## src/rtl/beat_sequencer_if.sv

```systemverilog
// beat_sequencer_if
//   Bundles the beat sequencer's control inputs and beat/status outputs.
//   master : front end / controller side (drives START, SW, cycle controls;
//            observes W, ST0, RUN, CYCLE_END, CYC_CNT)
//   slave  : the sequencer itself
interface beat_sequencer_if #(
    parameter int NBEATS = 3,
    parameter int SW_W   = 3,
    parameter int CNT_W  = 8
);
    logic              START;
    logic [SW_W-1:0]   SW;
    logic              SHORT;
    logic              LONG;
    logic              STOP;
    logic              SST0;
    logic [NBEATS-1:0] W;
    logic              ST0;
    logic              RUN;
    logic              CYCLE_END;
    logic [CNT_W-1:0]  CYC_CNT;

    modport master (
        output START, SW, SHORT, LONG, STOP, SST0,
        input  W, ST0, RUN, CYCLE_END, CYC_CNT
    );

    modport slave (
        input  START, SW, SHORT, LONG, STOP, SST0,
        output W, ST0, RUN, CYCLE_END, CYC_CNT
    );
endinterface

```

## src/rtl/beat_sequencer.sv

```systemverilog
// beat_sequencer
//   Machine-cycle beat generator for the hardwired CPU controller. Steps a
//   one-hot beat vector W through a cycle of NORM_BEATS beats (NBEATS when
//   LONG is seen, one beat when SHORT is seen in W1), keeps the console
//   phase flag ST0 and counts completed cycles.
// Ports
//   T_clk_3 : beat clock, rising edge
//   CLR     : asynchronous reset, active low
//   bus     : slave modport of beat_sequencer_if
//             in  START, SW, SHORT, LONG, STOP, SST0
//             out W (one-hot beat, 0 when idle), ST0, RUN,
//                 CYCLE_END (combinational), CYC_CNT
module beat_sequencer #(
    parameter int NBEATS     = 3,
    parameter int NORM_BEATS = 2,
    parameter int SW_W       = 3,
    parameter int CNT_W      = 8
) (
    input  logic                  T_clk_3,
    input  logic                  CLR,
    beat_sequencer_if.slave       bus
);
    typedef enum logic {S_IDLE, S_RUN} state_t;

    localparam logic [NBEATS-1:0] W1 = NBEATS'(1);

    state_t            state;
    logic [NBEATS-1:0] w_q;
    logic              st0_q;
    logic [CNT_W-1:0]  cnt_q;
    logic [SW_W-1:0]   sw_q;
    logic              long_l, stop_l, sst0_l;

    logic w_onehot;
    logic long_any, stop_any, sst0_any;
    logic cycle_end;

    // Zero is not a legal beat while running, so it counts as corrupt too.
    assign w_onehot = (w_q != '0) && ((w_q & (w_q - W1)) == '0);

    // Controls act in the beat they arrive as well as being remembered.
    assign long_any = bus.LONG | long_l;
    assign stop_any = bus.STOP | stop_l;
    assign sst0_any = bus.SST0 | sst0_l;

    // SHORT only matters in W1; LONG suppresses the normal-length end but
    // never the final beat.
    assign cycle_end = (state == S_RUN) && w_onehot &&
                       ((w_q[0] & bus.SHORT) |
                        (w_q[NORM_BEATS-1] & ~long_any) |
                        w_q[NBEATS-1]);

    always_ff @(posedge T_clk_3 or negedge CLR) begin
        if (!CLR) begin
            state  <= S_IDLE;
            w_q    <= '0;
            st0_q  <= 1'b0;
            cnt_q  <= '0;
            sw_q   <= '0;
            long_l <= 1'b0;
            stop_l <= 1'b0;
            sst0_l <= 1'b0;
        end else begin
            case (state)
                S_IDLE: begin
                    w_q <= '0;
                    if (bus.START) begin
                        state <= S_RUN;
                        w_q   <= W1;
                        sw_q  <= bus.SW;
                    end else if (bus.SW != sw_q) begin
                        // A console mode change restarts the console phase.
                        st0_q <= 1'b0;
                        sw_q  <= bus.SW;
                    end
                end
                S_RUN: begin
                    if (!w_onehot) begin
                        // Upset beat register: resynchronise on W1.
                        w_q    <= W1;
                        long_l <= long_any;
                        stop_l <= stop_any;
                        sst0_l <= sst0_any;
                    end else if (cycle_end) begin
                        cnt_q  <= cnt_q + CNT_W'(1);
                        long_l <= 1'b0;
                        stop_l <= 1'b0;
                        sst0_l <= 1'b0;
                        if (sst0_any)
                            st0_q <= 1'b1;
                        if (stop_any) begin
                            state <= S_IDLE;
                            w_q   <= '0;
                        end else begin
                            w_q   <= W1;
                        end
                    end else begin
                        w_q    <= {w_q[NBEATS-2:0], 1'b0};
                        long_l <= long_any;
                        stop_l <= stop_any;
                        sst0_l <= sst0_any;
                    end
                end
                default: begin
                    state <= S_IDLE;
                    w_q   <= '0;
                end
            endcase
        end
    end

    assign bus.W         = w_q;
    assign bus.ST0       = st0_q;
    assign bus.RUN       = (state == S_RUN);
    assign bus.CYCLE_END = cycle_end;
    assign bus.CYC_CNT   = cnt_q;
endmodule

```

## src/flat_wrapper.sv

```systemverilog
// flat-port wrapper written by rule: the top's interface ports become plain ports
module beat_sequencer_flat 
#(
    parameter int NBEATS     = 3,
    parameter int NORM_BEATS = 2,
    parameter int SW_W       = 3,
    parameter int CNT_W      = 8
)
  (T_clk_3, CLR, bus_START, bus_SW, bus_SHORT, bus_LONG, bus_STOP, bus_SST0, bus_W, bus_ST0, bus_RUN, bus_CYCLE_END, bus_CYC_CNT);
  beat_sequencer_if #(.NBEATS(NBEATS), .SW_W(SW_W), .CNT_W(CNT_W)) bus_i ();
  input  logic T_clk_3;
  input  logic CLR;
  input wire logic [$bits(bus_i.START)-1:0] bus_START;
  input wire logic [$bits(bus_i.SW)-1:0] bus_SW;
  input wire logic [$bits(bus_i.SHORT)-1:0] bus_SHORT;
  input wire logic [$bits(bus_i.LONG)-1:0] bus_LONG;
  input wire logic [$bits(bus_i.STOP)-1:0] bus_STOP;
  input wire logic [$bits(bus_i.SST0)-1:0] bus_SST0;
  output wire logic [$bits(bus_i.W)-1:0] bus_W;
  output wire logic [$bits(bus_i.ST0)-1:0] bus_ST0;
  output wire logic [$bits(bus_i.RUN)-1:0] bus_RUN;
  output wire logic [$bits(bus_i.CYCLE_END)-1:0] bus_CYCLE_END;
  output wire logic [$bits(bus_i.CYC_CNT)-1:0] bus_CYC_CNT;
  assign bus_i.START = bus_START;
  assign bus_i.SW = bus_SW;
  assign bus_i.SHORT = bus_SHORT;
  assign bus_i.LONG = bus_LONG;
  assign bus_i.STOP = bus_STOP;
  assign bus_i.SST0 = bus_SST0;
  assign bus_W = bus_i.W;
  assign bus_ST0 = bus_i.ST0;
  assign bus_RUN = bus_i.RUN;
  assign bus_CYCLE_END = bus_i.CYCLE_END;
  assign bus_CYC_CNT = bus_i.CYC_CNT;
  beat_sequencer #(.NBEATS(NBEATS), .NORM_BEATS(NORM_BEATS), .SW_W(SW_W), .CNT_W(CNT_W)) u_core (.T_clk_3(T_clk_3), .CLR(CLR), .bus(bus_i));
endmodule
```

## config.mk

```make
export PLATFORM = sky130hd
export DESIGN_NAME = beat_sequencer_flat
export DESIGN_NICKNAME = d
export VERILOG_FILES = /design/src/rtl/beat_sequencer_if.sv /design/src/rtl/beat_sequencer.sv /design/src/flat_wrapper.sv
export SDC_FILE = /design/constraint.sdc
export NUM_CORES = 1
export LEC_CHECK = 0
export ABC_AREA = 0
export BUFFER_PORTS_ARGS = -buffer_cell sky130_fd_sc_hd__buf_2
export CORE_UTILIZATION = 31
export DETAILED_ROUTE_END_ITERATION = 10
export PLACE_DENSITY = 0.53
export SETUP_SLACK_MARGIN = 0.15
export SLEW_MARGIN = 30
export SYNTH_ARGS = -nofsm -noshare
export SYNTH_HDL_FRONTEND = slang
export SYNTH_SLANG_ARGS = --single-unit
```

## constraint.sdc

```tcl
create_clock -name T_clk_3 -period 2.3 [get_ports T_clk_3]
set_clock_uncertainty 0.05 [all_clocks]
set_input_delay 0.69 -clock T_clk_3 [delete_from_list [all_inputs] [get_ports T_clk_3]]
set_output_delay 0.69 -clock T_clk_3 [all_outputs]
set_load 0.01 [all_outputs]
```

# Word-level counts from Yosys, hierarchy flattened
# Cells that the tools add are included.
# classes
addsub	2
n_mul	0
div	0
magnitude_cmp	0
eq_ne	6
shifts	0
muxes	24
bitwise	10
n_reduce_logical	9
# op_table
cell	n
1-bit two-way mux	17
3-bit two-way mux	4
8-bit by 1-bit adder with 8-bit output (second input constant)	1
2-bit inequality test (second input constant)	4
3-bit case mux with 2 select lines	1
1-bit bitwise OR	5
5-bit AND reduction	1
1-bit case mux with 2 select lines	2
3-bit bitwise AND	1
1-bit logical AND	3
3-bit zero test	1
3-bit inequality test	1
3-bit AND reduction	1
3-bit nonzero test	1
3-bit by 1-bit subtractor with 3-bit output (second input constant)	1
1-bit bitwise AND	2
2-bit by 1-bit inequality test with 1-bit output (second input constant)	1
1-bit NOT	2
2-bit AND reduction	1
2-bit nonzero test	1
# totals
register_bits	19
latchBits	0
mem_bits_rw	0
rom_bits	0
output_inout_bits	14
wordCells	59
mem_count	0

# Depth between registers and ports, before layout
# depth
word_depth	9
mapped_depth	4
mapped_depth_nobuf	4

# Worst setup path after synthesis
# No wires, ideal clock.
# synth_path
kind	input to output
from	input port bus_LONG
to	output port bus_CYCLE_END
t_arrival_ps	1449
path_slack_ps	111
path_stages	3
n_path_buf	0
path_cell_list	nor2_1 a221oi_2 nor2_4
# synth_between
elab_chain_cells	6
# synth_rtl
element	line	text
from (decl)	flat_wrapper.sv:16	input wire logic [$bits(bus_i.LONG)-1:0] bus_LONG;
1-bit bitwise OR	beat_sequencer.sv:42	assign long_any = bus.LONG | long_l;
1-bit NOT	beat_sequencer.sv:50	(w_q[NORM_BEATS-1] & ~long_any) |
1-bit bitwise AND	beat_sequencer.sv:50	
1-bit bitwise OR	beat_sequencer.sv:49	((w_q[0] & bus.SHORT) |
1-bit bitwise OR	beat_sequencer.sv:50	
1-bit logical AND	beat_sequencer.sv:48	assign cycle_end = (state == S_RUN) && w_onehot &&
to (decl)	flat_wrapper.sv:22	output wire logic [$bits(bus_i.CYCLE_END)-1:0] bus_CYCLE_END;
# No other way between the ends.

# Worst setup path in the final report
# layout_path
from	register u_core.w_q[1], in the netlist u_core.bus.W[1]
to	output port bus_CYCLE_END
# layout_between
elab_chain_cells	6
word_cells_on_any_way	10
classes_between	add/sub (1); bitwise (4); reduce/logical (5)
# layout_rtl
element	line	text
from (decl)	beat_sequencer.sv:28	logic [NBEATS-1:0] w_q;
from (signal assigned)	beat_sequencer.sv:98	w_q <= {w_q[NBEATS-2:0], 1'b0};
3-bit by 1-bit subtractor with 3-bit output	beat_sequencer.sv:39	assign w_onehot = (w_q != '0) && ((w_q & (w_q - W1)) == '0);
3-bit bitwise AND	beat_sequencer.sv:39	
3-bit zero test	beat_sequencer.sv:39	
1-bit logical AND	beat_sequencer.sv:39	
1-bit logical AND	beat_sequencer.sv:48	
1-bit logical AND (*)	beat_sequencer.sv:48	
# Mark *: on every way between the ends. The rest lies on a longest branch, timed or not.

==> reports/metrics.csv <==
stage;metric;value;unit
cts;cts_max_level;1;
worst_setup_path;cp_slowest_cell;dfrtp_2;
global_route;grt_max_degree;20;
worst_setup_path;r2r_slack;0.70;ns
floorplanning;die_area;0.00305;sq mm
synth;syn-cell-area;880;sq um
worst_setup_path;startpoint_type;flip-flop;
hold_path;hold_path.class;input pin to asynchronous set/reset pin;
placed_design;gp_congestion;0.745;
layout;drive_gt1_share;45.1;%
global_route;grt_overflow;0;
pwr;switching_power;576;uW
pwr;p_leak;0.000528;uW
synth;async_flop_share;100;%
drt;wl;1770;um
pwr;p_int;848;uW
cts;clock-sinks;19;
timing;hold_violations;0;
synth;synth-edff-count;0;
layout;seqCellArea;478;sq um
worst_setup_path;ff2ff_path_depth;5;
floorplanning;die_y;55.3;um
pwr;clock_power_share;11.9;%
layout;antenna_cells;0;
drt;drtIter0Drc;10;
layout;design_area;0.00111;sq mm
worst_setup_path;crit_chain;xor2_2 > o211ai_2 > nor2_4 > buf_2;
timing;fmax;471;MHz
synth;ys_top_cells_by_count;dfrtp_1 (19), xor2_1 (11), nor2_1 (8);
global_route;antenna_found_initial;0;
global_route;grt.total_usage;12.4;%
pwr;combPwrFrac;43.6;%
timing;setup_ws;0.175;ns
layout;multi_input_comb_area;419;sq um
synth;synth.most_common_cell;dfrtp_1;
drt;drt_first_pass_iters;4;
synth;synthesis.nets;82;
timing;period_minus_slack;2.12;ns
floorplanning;core;0.00257;sq mm
worst_setup_path;critPathRequiredTime;1.56;ns
worst_setup_path;reg2reg_from;u_core.bus.W[1];
timing;tightest_slew;0.417;ns
job;maxCapViolCount;0;
timing;rsz0062_at_grt;true;
timing;whs;0.247;ns
worst_setup_path;cp_max_fo;5;
synth;synthTopCellsByArea;dfrtp_1 (54%), xor2_1 (11%), mux2_2 (3.8%);
drt;via_per_inst;5.05;
timing;fin_crit_sh;92.4;%
drt;wl_per_cell;13.4;um
cts;root_buffer;clkbuf_4;
synth;syn_avg_cell_area;12.4;sq um
layout;syn2layout_area_growth;26.7;%
worst_setup_path;crit_arrival;1.38;ns
synth;yosys.area.top_type_share;54.1;%
synth;synth_warnings;0;
synth;postSynthCellCount;71;
placed_design;place_ws;0.179;ns
layout;fin_nets;114;
floorplanning;fp-row-count;18;
timing;setup_viol;0;
global_route;grt_pass1_wl;2980;um
synth;synth-main-ff-cell;dfrtp_1;
cts;clock_latency;0.30;ns
placed_design;port_buffers;23;
pwr;sw_frac_of_total;40.4;%
cts;clk_pin_slew_worst_paths;0.12;ns
timing;fin_setup_tns;0;ns
layout;n_fill_cell;268;
pwr;power_density;1280;mW/mm^2
cts;cts_inserted_buffers;3;
floorplanning;start_util;34.3;%
synth;ys_seq_area_share;54.1;%
synth;yosys.area.top_type;dfrtp_1;
floorplanning;die_w;55.3;um
cts;cts_tree;yes;
drt;vias;667;
worst_setup_path;end_kind;output port;
drt;drcViolationCount;0;
status;status;finished clean;
global_route;grt_pass1_vias;649;
drt;antenna_left;0;
worst_setup_path;critPathMaxStageDelay;0.49;ns
timing;slew_violations;0;
timing;max_slew_margin;72.2;%
worst_setup_path;path_class;flip-flop to output port;
pwr;power_frac_seq;44.5;%
synth;synth-seq-cells;19;
pwr;max-vdd-ir-drop;0.762;mV
cts;clockBufferDepth;2;
floorplanning;pin_count;24;
placed_design;postPlaceCellArea;0.00106;sq mm
synth;ys_types;24;
worst_setup_path;r2r_end;u_core.bus.CYC_CNT[5];
[layout make-up]
type                    instances  area share (%)
flip-flops and latches         19            42.9
multi-input cells              51            37.6
repair buffers                 28            13.7
well taps                      30            3.37
clock buffers                   3            2.02
clock inverters                 1           0.449
[stage by stage]
stage                     std cells  util [%]  power [uW]
after floorplan                  71         -         995
after global placement          126      41.4        1220
after detailed placement        126      41.4        1240
after CTS                       130      42.5        1410
after global routing            132      43.4        1540
final                           132      43.4        1420
[power groups by stage]
| stage | clock [uW] | combinational (uW) | sequential, uW |
|---|---|---|---|
| floorplan | 0 | 373 | 623 |
| global placement | 0 | 596 | 625 |
| detailed placement | 0 | 602 | 634 |
| CTS | 177 | 607 | 630 |
| global route | 197 | 680 | 660 |
| finish | 169 | 621 | 634 |
[sequential cells by signal, indices dropped and copies added (netlist names)]
signal	flops
u_core.stop_l	1
u_core.long_l	1
u_core.sst0_l	1
u_core.bus.W	3
u_core.sw_q	3
u_core.bus.RUN	1
u_core.bus.ST0	1
u_core.bus.CYC_CNT	8
[placed cells by master, fill, tap and decap left out]
cell type | netlist | layout
buf_2 | 0 | 23
dfrtp_1 | 19 | 17
xor2_1 | 11 | 10
nor2_1 | 8 | 8
buf_4 | 0 | 5
a21oi_1 | 4 | 4
mux2_2 | 3 | 3
nand4_1 | 3 | 3
nand3_1 | 3 | 3
clkbuf_4 | 0 | 3
and2_1 | 2 | 2
nor4b_2 | 2 | 2
nor3_1 | 2 | 2
dfrtp_2 | 0 | 2
a221oi_4 | 0 | 1
xor2_2 | 0 | 1
o21ai_1 | 0 | 1
o211ai_2 | 1 | 1
nor2_4 | 1 | 1
a221o_1 | 1 | 1
o32a_1 | 1 | 1
mux2_4 | 1 | 1
nor4_2 | 1 | 1
o31ai_1 | 1 | 1
or2_2 | 1 | 1
a22o_1 | 1 | 1
nor3b_1 | 1 | 1
ha_1 | 1 | 1
clkinv_2 | 0 | 1
[how the worst max path moves through the flow]
stage               startpoint             to  slack (ns)
2_1_floorplan         bus_LONG  bus_CYCLE_END        0.27
3_3_place_gp          bus_LONG  bus_CYCLE_END        0.19
3_5_place_dp          bus_LONG  bus_CYCLE_END        0.18
4_1_cts        u_core.bus.W[1]  bus_CYCLE_END        0.17
5_1_grt        u_core.bus.W[1]  bus_CYCLE_END        0.08
6_report       u_core.bus.W[1]  bus_CYCLE_END        0.18
[routing by layer]
metal | vias up | track usage [%] | part of all wire [%]
met5 | - | 0 | 0
met4 | 0 | 3.21 | 0.85
met3 | 2 | 4.45 | 4.6
met2 | 16 | 19.4 | 44
met1 | 326 | 16.4 | 50
li1 | 323 | - | -
[critical path, delay by kind of cell, from the launching register on]
family                 cells  cell delay [ns]
AO/OA/AOI/OAI              1             0.21
AND/OR/NAND/NOR            1             0.05
flip-flops                 1             0.49
buffers and inverters      1             0.14
XOR/XNOR                   1             0.19
[kinds of logic after synthesis]
logic type | after synthesis | share of synthesized area (%)
XOR/XNOR | 11 | 11.0
AND/OR/NAND/NOR | 24 | 17.5
AO/OA/AOI/OAI | 11 | 10.1
buffers and inverters | 1 | 0.426
flip-flops | 19 | 54.1
adder cells (fa/ha/maj) | 1 | 1.42
multiplexers | 4 | 5.55
[timing repair]
| item | in CTS | in global routing |
|---|---|---|
| gates resized for setup | 3 | 1 |
| endpoints found under the setup margin | 1 | 1 |
| hold buffers | 0 | 0 |
| buffers inserted | 0 | 2 |
Note: power is estimated with default switching activity, not from simulation.
